**src/rtl/system_memory_v3.sv**
```systemverilog
// Grid state memory for the Conway engine: parallel RUN load, serial LOAD/DUMP lanes, frame-done pulses.
// Optional generation counter enabled by defining SYSMEM_GEN_COUNT_EN.
module system_memory_v3 #(
  parameter int DATA_SIZE   = 25,
  parameter int LANE_WIDTH  = 1,
  parameter int COUNT_WIDTH = 16
) (
  input  logic                   CLK,
  input  logic                   RESET_N,
  input  logic [DATA_SIZE-1:0]   GRID_IN,
  input  logic [LANE_WIDTH-1:0]  SERIAL_IN,
  input  logic                   LOAD_MODE,
  input  logic                   RUN_MODE,
  input  logic                   DUMP_MODE,
  output logic [DATA_SIZE-1:0]   DATA_OUT,
  output logic [LANE_WIDTH-1:0]  SERIAL_OUT,
  output logic                   LOAD_DONE,
`ifdef SYSMEM_GEN_COUNT_EN
  output logic                   DUMP_DONE,
  output logic [COUNT_WIDTH-1:0] GEN_COUNT
`else
  output logic                   DUMP_DONE
`endif
);

  localparam int BEATS  = DATA_SIZE / LANE_WIDTH;
  localparam int BEAT_W = (BEATS > 2) ? $clog2(BEATS) : 1;
  localparam logic [BEAT_W-1:0] LAST_BEAT = BEAT_W'(BEATS - 1);

  typedef enum logic [1:0] {
    OP_IDLE = 2'd0,
    OP_RUN  = 2'd1,
    OP_LOAD = 2'd2,
    OP_DUMP = 2'd3
  } op_e;

  op_e                  op_d, prev_op_q;
  logic [DATA_SIZE-1:0] mem_d, mem_q;
  logic [BEAT_W-1:0]    beat_d, beat_q;
  logic                 load_done_d, load_done_q;
  logic                 dump_done_d, dump_done_q;

  always_comb begin
    op_d = OP_IDLE;
    if (RUN_MODE)       op_d = OP_RUN;
    else if (LOAD_MODE) op_d = OP_LOAD;
    else if (DUMP_MODE) op_d = OP_DUMP;
  end

  always_comb begin
    mem_d       = mem_q;
    beat_d      = '0;
    load_done_d = 1'b0;
    dump_done_d = 1'b0;
    case (op_d)
      OP_RUN:  mem_d = GRID_IN;
      OP_LOAD: mem_d = {mem_q[DATA_SIZE-LANE_WIDTH-1:0], SERIAL_IN};
      OP_DUMP: mem_d = {mem_q[DATA_SIZE-LANE_WIDTH-1:0], mem_q[DATA_SIZE-1 -: LANE_WIDTH]};
      default: mem_d = mem_q;
    endcase
    // A frame is counted only while the same serial op is held; any change restarts at beat 1.
    if (op_d == OP_LOAD || op_d == OP_DUMP) begin
      if (prev_op_q != op_d) begin
        beat_d = BEAT_W'(1);
      end else if (beat_q == LAST_BEAT) begin
        beat_d      = '0;
        load_done_d = (op_d == OP_LOAD);
        dump_done_d = (op_d == OP_DUMP);
      end else begin
        beat_d = beat_q + BEAT_W'(1);
      end
    end
  end

  always_ff @(posedge CLK or negedge RESET_N) begin
    if (!RESET_N) begin
      mem_q       <= '0;
      beat_q      <= '0;
      prev_op_q   <= OP_IDLE;
      load_done_q <= 1'b0;
      dump_done_q <= 1'b0;
    end else begin
      mem_q       <= mem_d;
      beat_q      <= beat_d;
      prev_op_q   <= op_d;
      load_done_q <= load_done_d;
      dump_done_q <= dump_done_d;
    end
  end

  assign DATA_OUT   = mem_q;
  assign SERIAL_OUT = mem_q[DATA_SIZE-1 -: LANE_WIDTH];
  assign LOAD_DONE  = load_done_q;
  assign DUMP_DONE  = dump_done_q;

`ifdef SYSMEM_GEN_COUNT_EN
  logic [COUNT_WIDTH-1:0] gen_d, gen_q;

  always_comb begin
    gen_d = gen_q;
    if (op_d == OP_RUN) gen_d = gen_q + COUNT_WIDTH'(1);
  end

  always_ff @(posedge CLK or negedge RESET_N) begin
    if (!RESET_N) gen_q <= '0;
    else          gen_q <= gen_d;
  end

  assign GEN_COUNT = gen_q;
`endif

endmodule

```
**config.mk**
```make
export PLATFORM = sky130hd
export DESIGN_NAME = system_memory_v3
export DESIGN_NICKNAME = d
export VERILOG_FILES = /design/src/rtl/system_memory_v3.sv
export SDC_FILE = /design/constraint.sdc
export NUM_CORES = 1
export LEC_CHECK = 0
export BUFFER_PORTS_ARGS = -buffer_cell sky130_fd_sc_hd__buf_2
export CAP_MARGIN = 10
export CORE_UTILIZATION = 50
export CTS_BUF_LIST = sky130_fd_sc_hd__clkbuf_8
export CTS_CLUSTER_SIZE = 12
export DETAILED_ROUTE_END_ITERATION = 10
export PLACE_DENSITY = 0.88
export SLEW_MARGIN = 15
export SYNTH_ARGS = -nofsm -noshare
export SYNTH_HDL_FRONTEND = slang
export SYNTH_SLANG_ARGS = --single-unit
export TNS_END_PERCENT = 100
```
**constraint.sdc**
```tcl
create_clock -name CLK -period 1.55 [get_ports CLK]
set_input_delay 0.155 -clock CLK [delete_from_list [all_inputs] [get_ports CLK]]
set_output_delay 0.155 -clock CLK [all_outputs]
set_load 0.01 [all_outputs]
```
==> out/summary.txt, run 1 <==
initial antenna violation count - 0
share of power burned in registers - 52.2%
Final setup viols - 0
final WL - 3050 µm
Worst R2R Setup Slack - 0.25 ns
Clock Skew - 0.00346 ns
IO Pins - 59
hpwl dp - 2210 µm
NetSw - 0.531 mW
Layout Nets - 240
hold depth - 3
final hold vios - 0
# rows - 20
drt wl/cell - 12.1 µm
# Max-Cap Violations - 0
Final Critical Period - 1.30 ns
number of synthesized flops with an enable pin - 0
antenna cell count - 0
Synth area leaders - dfrtp_1 (54%), mux2i_1 (16%), o21ai_1 (7.9%)
Top Usage Layer GRT - met2
GRT Total Usage - 21.6%
Pwr Density - 973 nW/µm²
Netlist Area Pre-Place - 1590 µm²
Post-Synthesis Net Count - 180
Post-synth top cells - dfrtp_1 (34), mux2i_1 (25), nand2_1 (25), o21ai_1 (25), clkbuf_1 (6)
TritonCTS clock tree - built
Post-route DRC - 0
Mean Syn Cell Area - 10.8 µm²
register area share after synthesis - 53.5%
Slew HR - 72.1%
Hold Startpoint - GRID_IN[9]
# H-tree levels - 2
area delta synth->final - 26.2%
#FFs+latches synth - 34
Initial Utilization - 52.5%
Yosys top cell area share - 53.5%
Crit Path Max Fanout - 4
Primary FF master, synth - dfrtp_1
share of layout cells above drive strength 1 - 33.8%
worst-case reg-to-reg path depth - 5
Req. time, crit path - 1.71 ns
status - finished clean
CP Class - reg -> reg
Placeable Area - 3030 µm²
total CTS buffers - 5
GPL Wtd Cong - 0.753
Fin Setup TNS - 0 ns
CP Launch Type - flop
Filler cells - 257
crit path DAT - 1.46 ns
Min-Delay Path Class - in -> reg
switching part of the total power - 27.2%
Synth Instances - 147
root buffer cell - clkbuf_8
GR Overflow Total - 0
Synth Warn # - 0
combinational share of power - 18.0%
M3 GR Usage - 8.35%
M2 GR Usage - 36.0%
crit end category - flop
DIE AREA - 3410 µm²
# port buffers - 58
pin count of the biggest net entering global routing - 35
FMAX - 0.769 GHz
Die Y-Extent - 58.4 µm
Final Cycle Share - 83.8%
clock share of power - 29.8%
maximum vdd drop - 790 µV
Worst R2R Start - beat_q[0]
DR vias/cell - 4.95
Internal Power - 1.42 mW
most common cell in the netlist - dfrtp_1
leading area contributor after synthesis - dfrtp_1
met1 Use GR - 24.5%
first-pass GRT wire length - 5320 µm
Hold Path Sink - DATA_OUT[9]
vias in the first global route - 1,223
maximum root-to-sink buffer count - 2
clk sinks - 34
Distinct cells, synth - 25
via count - 1,243
RSZ-0062 raised after global routing - no
antenna viol nets, final - 0
Die W - 58.4 µm
fin. max-slew vios - 0
Slew @ Worst Pin - 0.418 ns
Final WS setup - 0.250 ns
initial DRC count - 21
Clock transition at path regs - 0.06 ns
reg-to-reg endpoint - beat_q[0]
DR pass1 iterations - 4
leakage power - 0.989 nW
dpl ws - 0.247 ns
clock insertion delay at the later pin of the skew report - 0.28 ns
share of flip-flops with an asynchronous set or reset - 100%
## worst max-delay path, cell delays in order, from the launching register on
cell      delay [ns]
dfrtp_1         0.40
inv_1           0.09
ha_1            0.15
nand4b_1        0.17
a221oi_1        0.30
nor3_1          0.08
## state kept, by name, summed over array words and instances, names as in the netlist
| register | count |
|---|---|
| DATA_OUT | 25 |
| beat_q | 5 |
| prev_op_q | 2 |
| DUMP_DONE | 1 |
| LOAD_DONE | 1 |
## logic make-up (layout without fill, tap and decap cells)
group	Yosys count	after routing	synth area share, %
AOI/OAI and AO/OA	27	27	8.73
xor gates and xnor gates	3	3	1.65
adders and majority gates	2	2	1.57
buffers and inverters	12	72	4.09
DFF	34	34	53.5
muxes	27	27	17.3
and+or+nand+nor	42	42	13.1
## timing repair
action | in CTS | in global routing
hold buffers | 1 | 0
gates resized for setup | 0 | 0
setup buffers | 0 | 0
endpoints found under the hold margin | 34 | 0
## per-stage QoR
step                hold WS (ns)  cells  utilization (%)  total power, mW  area, µm²
floorplan                 -0.141    147                -             1.23       1590
global placement           0.206    243             63.4             1.38       1920
detailed placement         0.207    243             63.4             1.39       1920
CTS                       0.0743    251             66.3             1.98       2010
global route              0.0815    251             66.3             2.07       2010
finish                    0.0803    251             66.3             1.95       2010
## how the worst max path moves through the flow
| stage | from | end | slack [ns] | cells past startpoint |
|---|---|---|---|---|
| 2_1_floorplan | beat_q[0] | beat_q[0] | 0.38 | 5 |
| 3_3_place_gp | beat_q[0] | beat_q[0] | 0.31 | 5 |
| 3_5_place_dp | beat_q[0] | beat_q[0] | 0.25 | 5 |
| 4_1_cts | beat_q[0] | beat_q[0] | 0.23 | 5 |
| 5_1_grt | beat_q[0] | beat_q[0] | 0.09 | 5 |
| 6_report | beat_q[0] | beat_q[0] | 0.25 | 5 |
## final cells by class
class	count	area (µm²)	share of cell area (%)
well taps	44	55.1	2.74
flip-flops and latches	34	851	42.4
multi-input cells	101	674	33.6
clock buffers	5	68.8	3.43
clock inverters	2	7.51	0.374
inverters	2	7.51	0.374
repair buffers	63	343	17.1
## routing by layer
layer	wire length [µm]	vias up	share of wire [%]
met5	0	-	0
met4	57	0	1.9
met3	196	6	6.4
met2	1430	43	47
met1	1360	566	45
li1	-	628	-
## cells in the final DEF (no fill, tap or decap), types with 2 or more instances in the layout
master,n
ha_1,2
buf_4,3
buf_2,58
mux2i_1,25
nand3_1,2
dfrtp_1,34
nor3_1,4
nor4_1,2
nand2_1,25
clkbuf_8,5
xor2_1,2
inv_1,4
nand2b_1,4
o21ai_1,25
## power groups by stage
| stage | clock [mW] | combinational [mW] | sequential (mW) |
|---|---|---|---|
| global route | 0.638 | 0.396 | 1.03 |
| finish | 0.583 | 0.351 | 1.02 |
| CTS | 0.599 | 0.356 | 1.02 |
| floorplan | 0 | 0.169 | 1.06 |
| detailed placement | 0 | 0.354 | 1.04 |
| global placement | 0 | 0.345 | 1.03 |
No activity file was read; power rests on OpenSTA's default activity.
==> run 2: changes to the inputs <==
--- a/config.mk
+++ b/config.mk
@@ -5,9 +5,10 @@
 export SDC_FILE = /design/constraint.sdc
 export NUM_CORES = 1
 export LEC_CHECK = 0
+export ABC_AREA = 1
 export BUFFER_PORTS_ARGS = -buffer_cell sky130_fd_sc_hd__buf_2
 export CAP_MARGIN = 10
-export CORE_UTILIZATION = 50
+export CORE_UTILIZATION = 51
 export CTS_BUF_LIST = sky130_fd_sc_hd__clkbuf_8
 export CTS_CLUSTER_SIZE = 12
 export DETAILED_ROUTE_END_ITERATION = 10
==> constraint.sdc (replaced) <==
create_clock -name CLK -period 1.25 [get_ports CLK]
set_input_delay 0.125 -clock CLK [delete_from_list [all_inputs] [get_ports CLK]]
set_output_delay 0.125 -clock CLK [all_outputs]
set_load 0.01 [all_outputs]
==> run 2 against run 1 <==
Compared with the run above:
- routed wire length is 30% higher
- highest routed layer unchanged
- sequential power grew 25%
- via count up 21%
- utilization grew 2.8 points
- die area up 3.4%
- power rose by 30%
- sequential cell count unchanged
==> out/summary.txt, run 2 <==
final hold vios - 0
Synth Warn # - 0
Die Y-Extent - 59.4 µm
stages on the worst setup path - 7
Worst R2R Setup Slack - 0.05 ns
Crit Path Max Fanout - 4
DR vias/cell - 5.02
final WL - 3960 µm
Largest register FFs - 25
hold depth - 3
leading area contributor after synthesis - dfrtp_1
register area share after synthesis - 50.7%
Yosys top cell area share - 50.7%
Final setup viols - 0
Worst Setup EP - beat_q[4]
antenna viol nets, final - 0
pin count of the biggest net entering global routing - 35
DIE AREA - 3530 µm²
crit path DAT - 1.38 ns
Placeable Area - 3080 µm²
hpwl dp - 2720 µm
Clock transition at path regs - 0.07 ns
initial antenna violation count - 0
DR pass1 iterations - 4
worst setup path start - beat_q[0]
Buf+Inv Stages, Crit Path - 1
Slew HR - 71.4%
share of flip-flops with an asynchronous set or reset - 100%
Pwr Density - 1190 nW/µm²
Post-route DRC - 0
Most common cell on crit path - nor2_4
CP Launch Type - flop
first-pass GRT wire length - 6370 µm
Req. time, crit path - 1.43 ns
# Max-Cap Violations - 0
GRT Total Usage - 24.3%
Slew @ Worst Pin - 0.429 ns
Die W - 59.4 µm
Final WS setup - 0.0462 ns
cell family with most CP delay - simple AND/OR/NAND/NOR gates
most frequent cells in the layout - nand2_1 (65), buf_2 (58), dfrtp_1 (34)
# H-tree levels - 2
Synth Instances - 189
Placed Area - 1980 µm²
status - finished clean
design area - 2130 µm²
Distinct cells, synth - 23
initial DRC count - 92
drt wl/cell - 13.2 µm
leakage power - 1.12 nW
maximum vdd drop - 771 µV
# rows - 20
Mean Syn Cell Area - 8.88 µm²
Worst R2R Start - beat_q[0]
most common cell in the netlist - nand2_1
crit-path cells - inv_2 > ha_2 > nand3_2 > nor2_4 > nor2_4 > nand3_1 > nor2_1
TritonCTS clock tree - built
reg-to-reg endpoint - beat_q[4]
Final Cycle Share - 96.3%
area taken by multi-input logic gates - 684 µm²
GPL Wtd Cong - 0.828
Register Area - 851 µm²
Post-Synthesis Net Count - 222
Layout Nets - 289
number of synthesized flops with an enable pin - 0
clk sinks - 34
antenna cell count - 0
Filler cells - 270
area delta synth->final - 26.7%
crit-path max cell delay - 0.41 ns
via count - 1,505
worst-case reg-to-reg path depth - 7
Clock Skew - 0.00735 ns
fin. max-slew vios - 0
Min-Delay Path Class - in -> reg
Netlist Area Pre-Place - 1680 µm²
root buffer cell - clkbuf_8
clock insertion delay at the later pin of the skew report - 0.29 ns
Primary FF master, synth - dfrtp_1
# port buffers - 58
Initial Utilization - 54.6%
share of layout cells above drive strength 1 - 39.1%
IO Pins - 59
worst hold margin - 0.0476 ns
most common cell after layout, fill and taps aside - nand2_1
GR Overflow Total - 0
Synth area leaders - dfrtp_1 (51%), nand2_1 (15%), o211ai_1 (6.3%)
total CTS buffers - 5
dpl ws - -0.00177 ns
crit end category - flop
Post-synth top cells - nand2_1 (65), dfrtp_1 (34), inv_1 (16), nand3_1 (16), o211ai_1 (14)
vias in the first global route - 1,426
maximum root-to-sink buffer count - 2
slowest CP cell - dfrtp_1
Final Critical Period - 1.20 ns
CP Class - reg -> reg
#FFs+latches synth - 34
FMAX - 0.831 GHz
[run 2: changes by cell type in the layout (fill, tap and decap cells not counted), sizes merged, moves of 7 or more]
cell | previous run | this run
nor2 | 2 | 9
o21ai | 26 | 1
o211ai | 0 | 17
nand2 | 25 | 76
inv | 4 | 22
nand3 | 2 | 16
mux2i | 26 | 0
[run 2: cell families after synthesis]
family / after synthesis / share of synthesized area [%]
XOR/XNOR: 1 / 0.522
AO/OA/AOI/OAI: 19 / 9.24
adder cells (fa/ha/maj): 2 / 1.49
flip-flops: 34 / 50.7
buffers and inverters: 29 / 10.1
AND/OR/NAND/NOR: 104 / 28.0
[run 2: timing repair]
action / 4_1_cts / 5_1_grt
buffers inserted: 0 / 4
endpoints found under the hold margin: 34 / 0
hold buffers: 1 / 0
resized for setup: 1 / 6
pin swaps: 0 / 2
endpoints found under the setup margin: 3 / 6
[run 2: worst min-delay path by stage]
stage,startpoint,end
6_report,GRID_IN[18],DATA_OUT[18]
5_1_grt,GRID_IN[11],DATA_OUT[11]
4_1_cts,GRID_IN[18],DATA_OUT[18]
3_5_place_dp,RESET_N,DATA_OUT[4]
3_3_place_gp,RESET_N,DATA_OUT[3]
2_1_floorplan,RESET_N,DATA_OUT[0]
[run 2: report_power, final]
part	total, mW	switching, mW	internal (mW)
registers	1.27	0.0765	1.19
clock network	0.780	0.407	0.374
logic	0.485	0.283	0.202
[run 2: through the flow]
| stage | total power [mW] | instances | TNS (ns) | util (%) |
|---|---|---|---|---|
| CTS | 2.51 | 296 | 0 | 67.4 |
| global route | 2.65 | 300 | -0.0105 | 69.1 |
| global placement | 1.74 | 288 | 0 | 64.4 |
| finish | 2.54 | 300 | 0 | 69.1 |
| detailed placement | 1.75 | 288 | -0.00177 | 64.4 |
| floorplan | 1.55 | 189 | 0 | - |
[run 2: worst register-to-register path, stage by stage (launching register included)]
cell	delay (ns)
dfrtp_1	0.41
inv_2	0.09
ha_2	0.18
nand3_2	0.08
nor2_4	0.17
nor2_4	0.06
nand3_1	0.06
nor2_1	0.05
[run 2: per-layer routing]
| metal | routed length, µm | vias up | track usage [%] |
|---|---|---|---|
| li1 | - | 737 | - |
| met1 | 1730 | 709 | 31.1 |
| met2 | 1960 | 53 | 40.9 |
| met3 | 228 | 6 | 6.11 |
| met4 | 38 | 0 | 6.80 |
| met5 | 0 | - | 0 |
[run 2: cell type report]
class | count | share of cell area (%)
clock buffers | 5 | 3.24
inverters | 22 | 4.59
repair buffers | 67 | 16.9
flip-flops and latches | 34 | 40.0
well taps | 44 | 2.59
multi-input cells | 126 | 32.2
clock inverters | 2 | 0.471
